`src/rtl/axi_info_pkg.sv`:
```
// Shared types for the info-block reader.
//   resp_t  : AXI read response code, with the two codes the reader cares about
//   state_e : reader sequencing states
//   idx_width(): width of an index into n entries, never less than one bit
package axi_info_pkg;

    typedef logic [1:0] resp_t;

    localparam resp_t RESP_OKAY   = 2'b00;
    localparam resp_t RESP_SLVERR = 2'b10;

    typedef enum logic [1:0] {
        IDLE,
        ISSUE,
        DRAIN
    } state_e;

    function automatic int idx_width(input int n);
        return (n > 1) ? $clog2(n) : 1;
    endfunction

endpackage

```
`src/rtl/axi_info_reader_fifo.sv`:
```
// Small synchronous FIFO holding read replies (data + tlast) until the
// stream side takes them. Any DEPTH >= 1 works; pointers wrap explicitly.
//   clk, rst_n      : clock, asynchronous active-low reset (empties the FIFO)
//   push_i, din_i   : write one entry (ignored when full unless popping)
//   pop_i           : remove the head entry (ignored when empty)
//   dout_o          : head entry, valid while !empty_o
//   full_o, empty_o : occupancy flags
//   count_o         : number of entries held
module axi_info_reader_fifo
    import axi_info_pkg::*;
#(
    parameter int  DEPTH = 2,
    parameter int  WIDTH = 33,
    localparam int PW    = idx_width(DEPTH),
    localparam int CW    = $clog2(DEPTH + 1)
) (
    input  logic             clk,
    input  logic             rst_n,
    input  logic             push_i,
    input  logic [WIDTH-1:0] din_i,
    input  logic             pop_i,
    output logic [WIDTH-1:0] dout_o,
    output logic             full_o,
    output logic             empty_o,
    output logic [CW-1:0]    count_o
);

    localparam logic [PW-1:0] LAST = PW'(DEPTH - 1);

    logic [WIDTH-1:0] mem_q [DEPTH];
    logic [PW-1:0]    wr_q, rd_q;
    logic [CW-1:0]    cnt_q;
    logic             do_push, do_pop;

    function automatic logic [PW-1:0] nxt(input logic [PW-1:0] p);
        return (p == LAST) ? '0 : p + 1'b1;
    endfunction

    assign empty_o = (cnt_q == '0);
    assign full_o  = (cnt_q == CW'(DEPTH));
    assign count_o = cnt_q;
    assign dout_o  = mem_q[rd_q];

    // A push into a full FIFO is fine when the head leaves in the same cycle.
    assign do_pop  = pop_i && !empty_o;
    assign do_push = push_i && (!full_o || do_pop);

    always_ff @(posedge clk or negedge rst_n) begin
        if (!rst_n) begin
            wr_q  <= '0;
            rd_q  <= '0;
            cnt_q <= '0;
        end else begin
            if (do_push) wr_q <= nxt(wr_q);
            if (do_pop)  rd_q <= nxt(rd_q);
            cnt_q <= cnt_q + CW'(do_push) - CW'(do_pop);
        end
    end

    always_ff @(posedge clk) begin
        if (do_push) mem_q[wr_q] <= din_i;
    end

endmodule

```
`src/rtl/axi_info_reader.sv`:
```
// AXI-lite read master that dumps word addresses 0..N-1 of the info block
// and forwards the replies, in order, as one AXI-stream packet (tlast on the
// final word).
//   ap_clk, ap_rst_n        : clock, asynchronous active-low reset
//   start / busy / done     : request, activity flag, completion pulse
//   m_axi_AR*               : read address channel (ARADDR is a word index)
//   m_axi_R*                : read data channel
//   m_axis_*                : output stream
//   err                     : sticky bad-response flag
// Build option: define AXI_INFO_READER_ERR_EN to add the err port; otherwise
// RRESP is ignored.
module axi_info_reader
    import axi_info_pkg::*;
#(
    parameter int  N               = 9,
    parameter int  AXI_DATA_WIDTH  = 32,
    parameter int  MAX_OUTSTANDING = 2,
    localparam int AW              = idx_width(N)
) (
    input  logic                      ap_clk,
    input  logic                      ap_rst_n,
    input  logic                      start,
    output logic                      busy,
    output logic                      done,
    output logic                      m_axi_ARVALID,
    input  logic                      m_axi_ARREADY,
    output logic [AW-1:0]             m_axi_ARADDR,
    input  logic                      m_axi_RVALID,
    output logic                      m_axi_RREADY,
    input  logic [AXI_DATA_WIDTH-1:0] m_axi_RDATA,
    input  logic [1:0]                m_axi_RRESP,
    output logic                      m_axis_tvalid,
    input  logic                      m_axis_tready,
    output logic [AXI_DATA_WIDTH-1:0] m_axis_tdata,
    output logic                      m_axis_tlast
`ifdef AXI_INFO_READER_ERR_EN
    ,
    output logic                      err
`endif
);

    localparam int CW = $clog2(MAX_OUTSTANDING + 1);
    localparam int FW = AXI_DATA_WIDTH + 1;
    localparam logic [AW-1:0] LAST_IDX = AW'(N - 1);
    localparam logic [CW:0]   OUT_LIM  = MAX_OUTSTANDING[CW:0];

    state_e        state_q, state_d;
    logic [AW-1:0] addr_q, addr_d;
    logic [AW-1:0] beat_q, beat_d;
    logic [CW-1:0] infl_q, infl_d;
    logic          done_q, done_d;

    logic [CW-1:0] fifo_count;
    logic          fifo_full, fifo_empty;
    logic [FW-1:0] fifo_dout;
    logic [CW:0]   used;
    logic          ar_hs, r_hs, pop, has_credit;

    assign pop   = m_axis_tvalid && m_axis_tready;
    assign ar_hs = m_axi_ARVALID && m_axi_ARREADY;
    assign r_hs  = m_axi_RVALID && m_axi_RREADY;

    // Slots claimed = reads in flight + words buffered. A word leaving the
    // buffer this cycle already frees its slot, which keeps issue at one
    // word per cycle. Once ARVALID rises its credit cannot vanish: pushes
    // only move a slot from in-flight to buffered, and a counted pop has
    // really happened by the next cycle.
    assign used       = {1'b0, infl_q} + {1'b0, fifo_count} - {{CW{1'b0}}, pop};
    assign has_credit = (used < OUT_LIM) && !(fifo_full && !pop);

    assign m_axi_ARVALID = (state_q == ISSUE) && has_credit;
    assign m_axi_ARADDR  = addr_q;
    // Space is reserved at issue time, so R is never back-pressured.
    assign m_axi_RREADY  = (infl_q != '0);

    assign m_axis_tvalid = !fifo_empty;
    assign m_axis_tdata  = fifo_dout[AXI_DATA_WIDTH-1:0];
    assign m_axis_tlast  = !fifo_empty && fifo_dout[AXI_DATA_WIDTH];

    assign busy = (state_q != IDLE);
    assign done = done_q;

    // tlast rides with the data, tagged from the reply count rather than
    // the address counter.
    axi_info_reader_fifo #(
        .DEPTH (MAX_OUTSTANDING),
        .WIDTH (FW)
    ) u_fifo (
        .clk     (ap_clk),
        .rst_n   (ap_rst_n),
        .push_i  (r_hs),
        .din_i   ({beat_q == LAST_IDX, m_axi_RDATA}),
        .pop_i   (pop),
        .dout_o  (fifo_dout),
        .full_o  (fifo_full),
        .empty_o (fifo_empty),
        .count_o (fifo_count)
    );

    always_comb begin
        state_d = state_q;
        addr_d  = addr_q;
        beat_d  = beat_q;
        done_d  = 1'b0;
        infl_d  = infl_q + CW'(ar_hs) - CW'(r_hs);
        if (ar_hs) addr_d = addr_q + 1'b1;
        if (r_hs)  beat_d = beat_q + 1'b1;
        case (state_q)
            IDLE: begin
                if (start) begin
                    state_d = ISSUE;
                    addr_d  = '0;
                    beat_d  = '0;
                end
            end
            ISSUE: begin
                if (ar_hs && (addr_q == LAST_IDX)) state_d = DRAIN;
            end
            DRAIN: begin
                if (pop && m_axis_tlast) begin
                    state_d = IDLE;
                    done_d  = 1'b1;
                end
            end
            default: state_d = IDLE;
        endcase
    end

    always_ff @(posedge ap_clk or negedge ap_rst_n) begin
        if (!ap_rst_n) begin
            state_q <= IDLE;
            addr_q  <= '0;
            beat_q  <= '0;
            infl_q  <= '0;
            done_q  <= 1'b0;
        end else begin
            state_q <= state_d;
            addr_q  <= addr_d;
            beat_q  <= beat_d;
            infl_q  <= infl_d;
            done_q  <= done_d;
        end
    end

`ifdef AXI_INFO_READER_ERR_EN
    logic err_q, err_d;

    // A new packet clears the flag; bad beats are still forwarded.
    always_comb begin
        err_d = err_q;
        if ((state_q == IDLE) && start)
            err_d = 1'b0;
        else if (r_hs && (m_axi_RRESP != RESP_OKAY))
            err_d = 1'b1;
    end

    always_ff @(posedge ap_clk or negedge ap_rst_n) begin
        if (!ap_rst_n) err_q <= 1'b0;
        else           err_q <= err_d;
    end

    assign err = err_q;
`else
    logic unused_rresp;
    assign unused_rresp = ^m_axi_RRESP;
`endif

endmodule

```
`config.mk`:
```
export PLATFORM = sky130hd
export DESIGN_NAME = axi_info_reader
export DESIGN_NICKNAME = d
export VERILOG_FILES = /design/src/rtl/axi_info_pkg.sv /design/src/rtl/axi_info_reader_fifo.sv /design/src/rtl/axi_info_reader.sv
export SDC_FILE = /design/constraint.sdc
export NUM_CORES = 1
export LEC_CHECK = 0
export CORE_MARGIN = 2
export CORE_UTILIZATION = 49
export DETAILED_ROUTE_END_ITERATION = 10
export PLACE_DENSITY = 0.79
export SETUP_SLACK_MARGIN = 0.02
export SLEW_MARGIN = 20
export SYNTH_ARGS = -nofsm -noshare
export SYNTH_HDL_FRONTEND = slang
export SYNTH_SLANG_ARGS = --single-unit
```
`constraint.sdc`:
```
create_clock -name ap_clk -period 3.9 [get_ports ap_clk]
set_input_delay 0.78 -clock ap_clk [delete_from_list [all_inputs] [get_ports ap_clk]]
set_output_delay 0.78 -clock ap_clk [all_outputs]
set_load 0.01 [all_outputs]
```
======== Word level (Yosys, flattened, before mapping) ========
Memory sizes are Yosys's and may differ from the RTL's.
Cells that the tools add are included.
Widths: inputs -> output; s select.
storage, ports and cells
  memories kept ........................... 1
  bits of input ports ..................... 40
  RAM bits ................................ 66
  logic and storage cells ................. 65
  flip-flop bits (word level) ............. 17
cells by class
  muxes and demuxes ....................... 16
  order comparisons ....................... 1
  reductions and logical operators ........ 21
  add/subtract/negate cells ............... 10
  eq/ne operators ......................... 8
memories
  name          words  width  rd ports  clocked after memory_dff  write ports  line                        text
  u_fifo.mem_q  2      33     1         0                         1            axi_info_reader_fifo.sv:30  logic [WIDTH-1:0] mem_q [DEPTH];
operators by type and width
  kind                 number
  $mux 4               6
  $logic_and 1x1->1    11
  $add 4x1->4 const B  2
  $eq 4x4->1 const B   2
  $mux 1               6
  $mux 2               3
  $pmux 2 s3           1
  $add 2x1->2          2
  $eq 2x2->1 const B   2
  $logic_not 1->1      4
  $logic_not 2->1      2
  $ne 2x2->1 const B   2
  $reduce_bool 2->1    2
  $sub 2x1->2          2
  $add 2x2->3          1
  $lt 3x2->1 const B   1
  $reduce_and 3->1     1
  $sub 3x1->3          1
  $add 1x1->1 const B  2
  $eq 2x1->1 const B   1
  $ne 2x1->1 const B   1
  $logic_or 1x1->1     1

======== Longest topological paths before layout ========
  depth in word-level cells ............... 12
  mapped depth ............................ 14
  depth with buffers taken out ............ 13

======== By module ========
From an unflattened synthesis, not the netlist that was laid out.
second synthesis, totals
  cells, all modules ...................... 205
  area total of the unflattened synthesis .. 3,424.5 um^2
modules (own cells, without submodules)
  module                cells each  instances  area each (um^2)  sequential area each (um^2)
  axi_info_reader_fifo  127         1          2,625.0           2,082.0
  axi_info_reader       78          1          799.5             325.3

======== Worst setup path after synthesis ========
No wires, ideal clock.
  path kind ............................... input-to-reg
  start point ............................. in m_axis_tready
  end point ............................... mem u_fifo.mem_q[0][0] (enable)
  stages on the path ...................... 2
  library setup time ...................... 464 ps
  data arrival time ....................... 3,166 ps
  setup slack ............................. 270 ps
  cell sequence ........................... nor3b_1 nor3_1
between the ends
  cells in the longest elaborated chain, start to end .. 6
ends and longest elaborated chain
  item                          line                        text
  start: declaration            axi_info_reader.sv:33       input logic m_axis_tready,
  $logic_and 1x1->1             axi_info_reader.sv:59       assign pop = m_axis_tvalid && m_axis_tready;
  $logic_and 1x1->1             axi_info_reader_fifo.sv:45  assign do_pop = pop_i && !empty_o;
  $logic_or 1x1->1              axi_info_reader_fifo.sv:46  assign do_push = push_i && (!full_o || do_pop);
  $logic_and 1x1->1             axi_info_reader_fifo.sv:46
  $mux 1                        axi_info_reader_fifo.sv:61  if (do_push) mem_q[wr_q] <= din_i;
  $mux 1 (implied by the code)  axi_info_reader_fifo.sv:61
  end: declaration              axi_info_reader_fifo.sv:30
No other way between the ends.

======== Final worst setup path ========
  start point ............................. in m_axis_tready
  end point ............................... out m_axi_ARVALID
between the ends
  cells in the longest elaborated chain, start to end .. 6
  elaborated cells on any way between the ends .. 8
ends and longest elaborated chain
  item                                                                 line                   text
  $logic_and 1x1->1 (*)                                                axi_info_reader.sv:59
  parallel branches: the longest is 3 deep, another holds $sub 3x1->3  --
  $logic_and 1x1->1 (*)                                                axi_info_reader.sv:69  assign has_credit = (used < OUT_LIM) && !(fifo_full && !pop);
  $logic_and 1x1->1 (*)                                                axi_info_reader.sv:71  assign m_axi_ARVALID = (state_q == ISSUE) && has_credit;
  end: declaration                                                     axi_info_reader.sv:25  output logic m_axi_ARVALID,
Mark *: on every way between the ends.

==> metrics <==
Clock transition at path regs=0.08 ns; Final nets=343; clock period minus worst slack=3.619 ns; DIE AREA=7454 um^2; first-pass GRT wire length=9246 um; FF-to-FF path depth=13; gr usage total=16.28%; asr flop ratio synth=20.48%; postcts setup bufs=0; Vias=1918; worst path required time=3.12 ns; Tcrit/Tclk final=92.80%; WHS Path Cells=1; Crit Reg-Reg Endpoint=infl_q[1]; most area-consuming cells after synthesis=edfxtp_1 (60%), dfrtp_1 (13%), mux2_2 (11%); Max Root-Sink Buffers=2; number of synthesized flops with an enable pin=66; CP Cell Sequence=clkdlybuf4s50_1 -> nand2_1 -> inv_1 -> ha_1 -> nand2b_1 -> fa_1 -> nand3b_1 -> nor3_1 -> dlygate4sd2_1; RSZ-0062 raised after global routing=no; most frequent cells after synthesis=edfxtp_1 (66), mux2_2 (32), dfrtp_1 (17), inv_1 (12), nor2_1 (11); I/O Pins=82; DP HPWL=3878 um; worst-margin pin slew=0.9726 ns; share of the synthesized area in the top cell type=59.66%; hold endpoint=u_fifo.rd_q; CP endpoint kind=output port; Hold Path Origin=u_fifo.rd_q; max_cap viols=0; fraction of layout instances using a drive strength above 1=19.19%; Final Max Slew Viols=0; Worst-Skew Late Latency=0.34 ns; IO Port Bufs=79; Congestion Overflow GR=0; dominant cell type by area after synthesis=edfxtp_1; Core Area=6681 um^2; Total Power=3.304 mW; pin count of the biggest net entering global routing=34; CP Data Arrival Time=2.84 ns; HP Class=reg2reg; Main synth FF type=edfxtp_1; Synth Instances=201; vias in the first global route=1942; Synth Warn #=0; slowest stage delay, CP=0.50 ns; Setup crit start kind=input port; placed cell count=361; Final Hold Viols=0; CTS Buf Count=9; FF+latch count, synth=83; pre-CTS setup slack=-0.01161 ns; Setup CP Type=in2out; FMAX=276.3 MHz; CTS H-tree lvls=3; worst r2r src=u_fifo.count_o[1]; drt drc=0; DR iter-0 viols=65; WHS=0.4730 ns; row cnt=30; critical path's slowest cell=fa_1; R2R Setup Slk=0.62 ns; wire length per cell=15.55 um; PD cells=744.1 nW/um^2; mapped cell area=3322 um^2; Largest delay share family, worst path=buffers and inverters; final non-filler cell total=377; syn_nets=252; CTS Hold Bufs=0; routed vias/inst=5.088; clock root buffer=clkbuf_8; final wirelength=5864 um; count of cell types in the netlist=29; ANT nets after route=0; initial antenna violation count=0; sequential share of the synthesized area=72.47%; die extent in x=86.34 um; DP Area=4243 um^2; Syn Area/Cell=16.53 um^2; maximum VDD drop=0.0005006 V; CTS tree=done; Initial Util=49.72%; Fin Clk Skew=0.005192 ns; critical path buffer and inverter count=3; Die Ht=86.34 um; diode count=0; filler instances=501; DR pass1 iterations=4; final worst slack=0.2809 ns; Final Cell Area=4441 um^2; gp weighted congestion=0.7087; synthesis-to-finish area growth=33.67%; most common cell in the netlist=edfxtp_1; run status=finished, final reports clean; LEAKAGE=1.648 nW; clk sinks=83; worst-path fanout max=3; slew margin rel.=35.02%; endpoints failing setup=0
-- kinds of logic (layout without fill, tap and decap cells) --
kind of cell               count (synthesis)  in the layout  synth area share, %
buffers and inverters                     17            113                1.958
DFF                                       83             83                72.47
muxes                                     34             34                11.45
AOI/OAI and AO/OA                          8              8                1.394
xor gates and xnor gates                  10             10                2.637
adders and majority gates                 11             11                4.369
and+or+nand+nor                           38             38                5.725
-- cell usage in the layout (no fill, tap or decap), types with 2 or more instances in the layout --
| cell type | count |
|---|---|
| clkdlybuf4s50_1 | 78 |
| edfxtp_1 | 66 |
| mux2_2 | 32 |
| dfrtp_1 | 17 |
| inv_1 | 12 |
| nor2_1 | 11 |
| ha_1 | 10 |
| nand2_1 | 9 |
| clkbuf_8 | 9 |
| xnor2_1 | 7 |
| buf_4 | 6 |
| a21oi_1 | 4 |
| or2_2 | 3 |
| xor2_1 | 3 |
| inv_6 | 3 |
| nor3b_1 | 2 |
| nor4_1 | 2 |
| mux2i_1 | 2 |
| o21ai_0 | 2 |
| nor3_1 | 2 |
| nand2b_1 | 2 |
| clkinvlp_4 | 2 |
-- registers in the layout (all words and copies together) (netlist names) --
name,flops
u_fifo.mem_q,66
beat_q,4
m_axi_ARADDR,4
infl_q,2
state_q,2
u_fifo.count_o,2
done,1
u_fifo.rd_q,1
u_fifo.wr_q,1
-- how the worst max path moves through the flow --
stage	start	to	cells past startpoint	slack, ns
3_5_place_dp	m_axis_tready	m_axi_ARVALID	9	-0.01
3_3_place_gp	m_axis_tready	m_axi_ARVALID	9	0.007
4_1_cts	m_axis_tready	m_axi_ARVALID	9	0.25
2_1_floorplan	m_axis_tready	u_fifo.mem_q[0][0]	2	0.27
6_report	m_axis_tready	m_axi_ARVALID	9	0.28
5_1_grt	m_axis_tready	m_axi_ARVALID	9	0.14
-- worst reg2reg max path, stage by stage (launching register included) --
cell and delay [ns]:
dfrtp_1 0.41, or2_2 0.29, nand2_1 0.09, inv_1 0.05, ha_1 0.25, nand2b_1 0.15
fa_1 0.50, nand3b_1 0.11, or4b_1 0.54, ha_1 0.29, inv_1 0.04, ha_1 0.18
xnor2_1 0.16, xnor2_1 0.14
-- report_power, final --
group / switching, mW / total (mW) / internal [mW]
registers: 0.103 / 1.33 / 1.23
clock network: 0.309 / 0.610 / 0.300
logic: 0.629 / 1.36 / 0.735
total: 1.04 / 3.30 / 2.26
-- per-layer routing --
| metal | wire length [um] | GRT usage [%] | vias to the layer above |
|---|---|---|---|
| met1 | 2581 | 21.31 | 940 |
| met5 | 0 | 0 | - |
| met4 | 55 | 5.114 | 0 |
| li1 | - | - | 915 |
| met3 | 425 | 6.000 | 5 |
| met2 | 2802 | 25.52 | 58 |
-- through the flow --
step	utilization [%]	setup TNS [ns]
3_5_place_dp	63.50	-0.01161
4_1_cts	66.46	0
3_3_place_gp	63.50	0
6_report	66.46	0
5_1_grt	66.46	0
2_1_floorplan	-	0
-- layout make-up --
type	count	area, um^2	area share, %
clock buffers	9	123.9	2.790
clock inverters	7	75.07	1.691
inverters	12	45.04	1.014
multi-input cells	101	854.6	19.24
flip-flops and latches	83	2407	54.21
well taps	80	100.1	2.254
repair buffers	85	834.6	18.79
-- repair_timing --
item | CTS | global route
setup endpoints to repair | 1 | 0
endpoints found under the hold margin | 0 | 0
gates resized for setup | 1 | 0
Power figures use the tool's default switching activity.
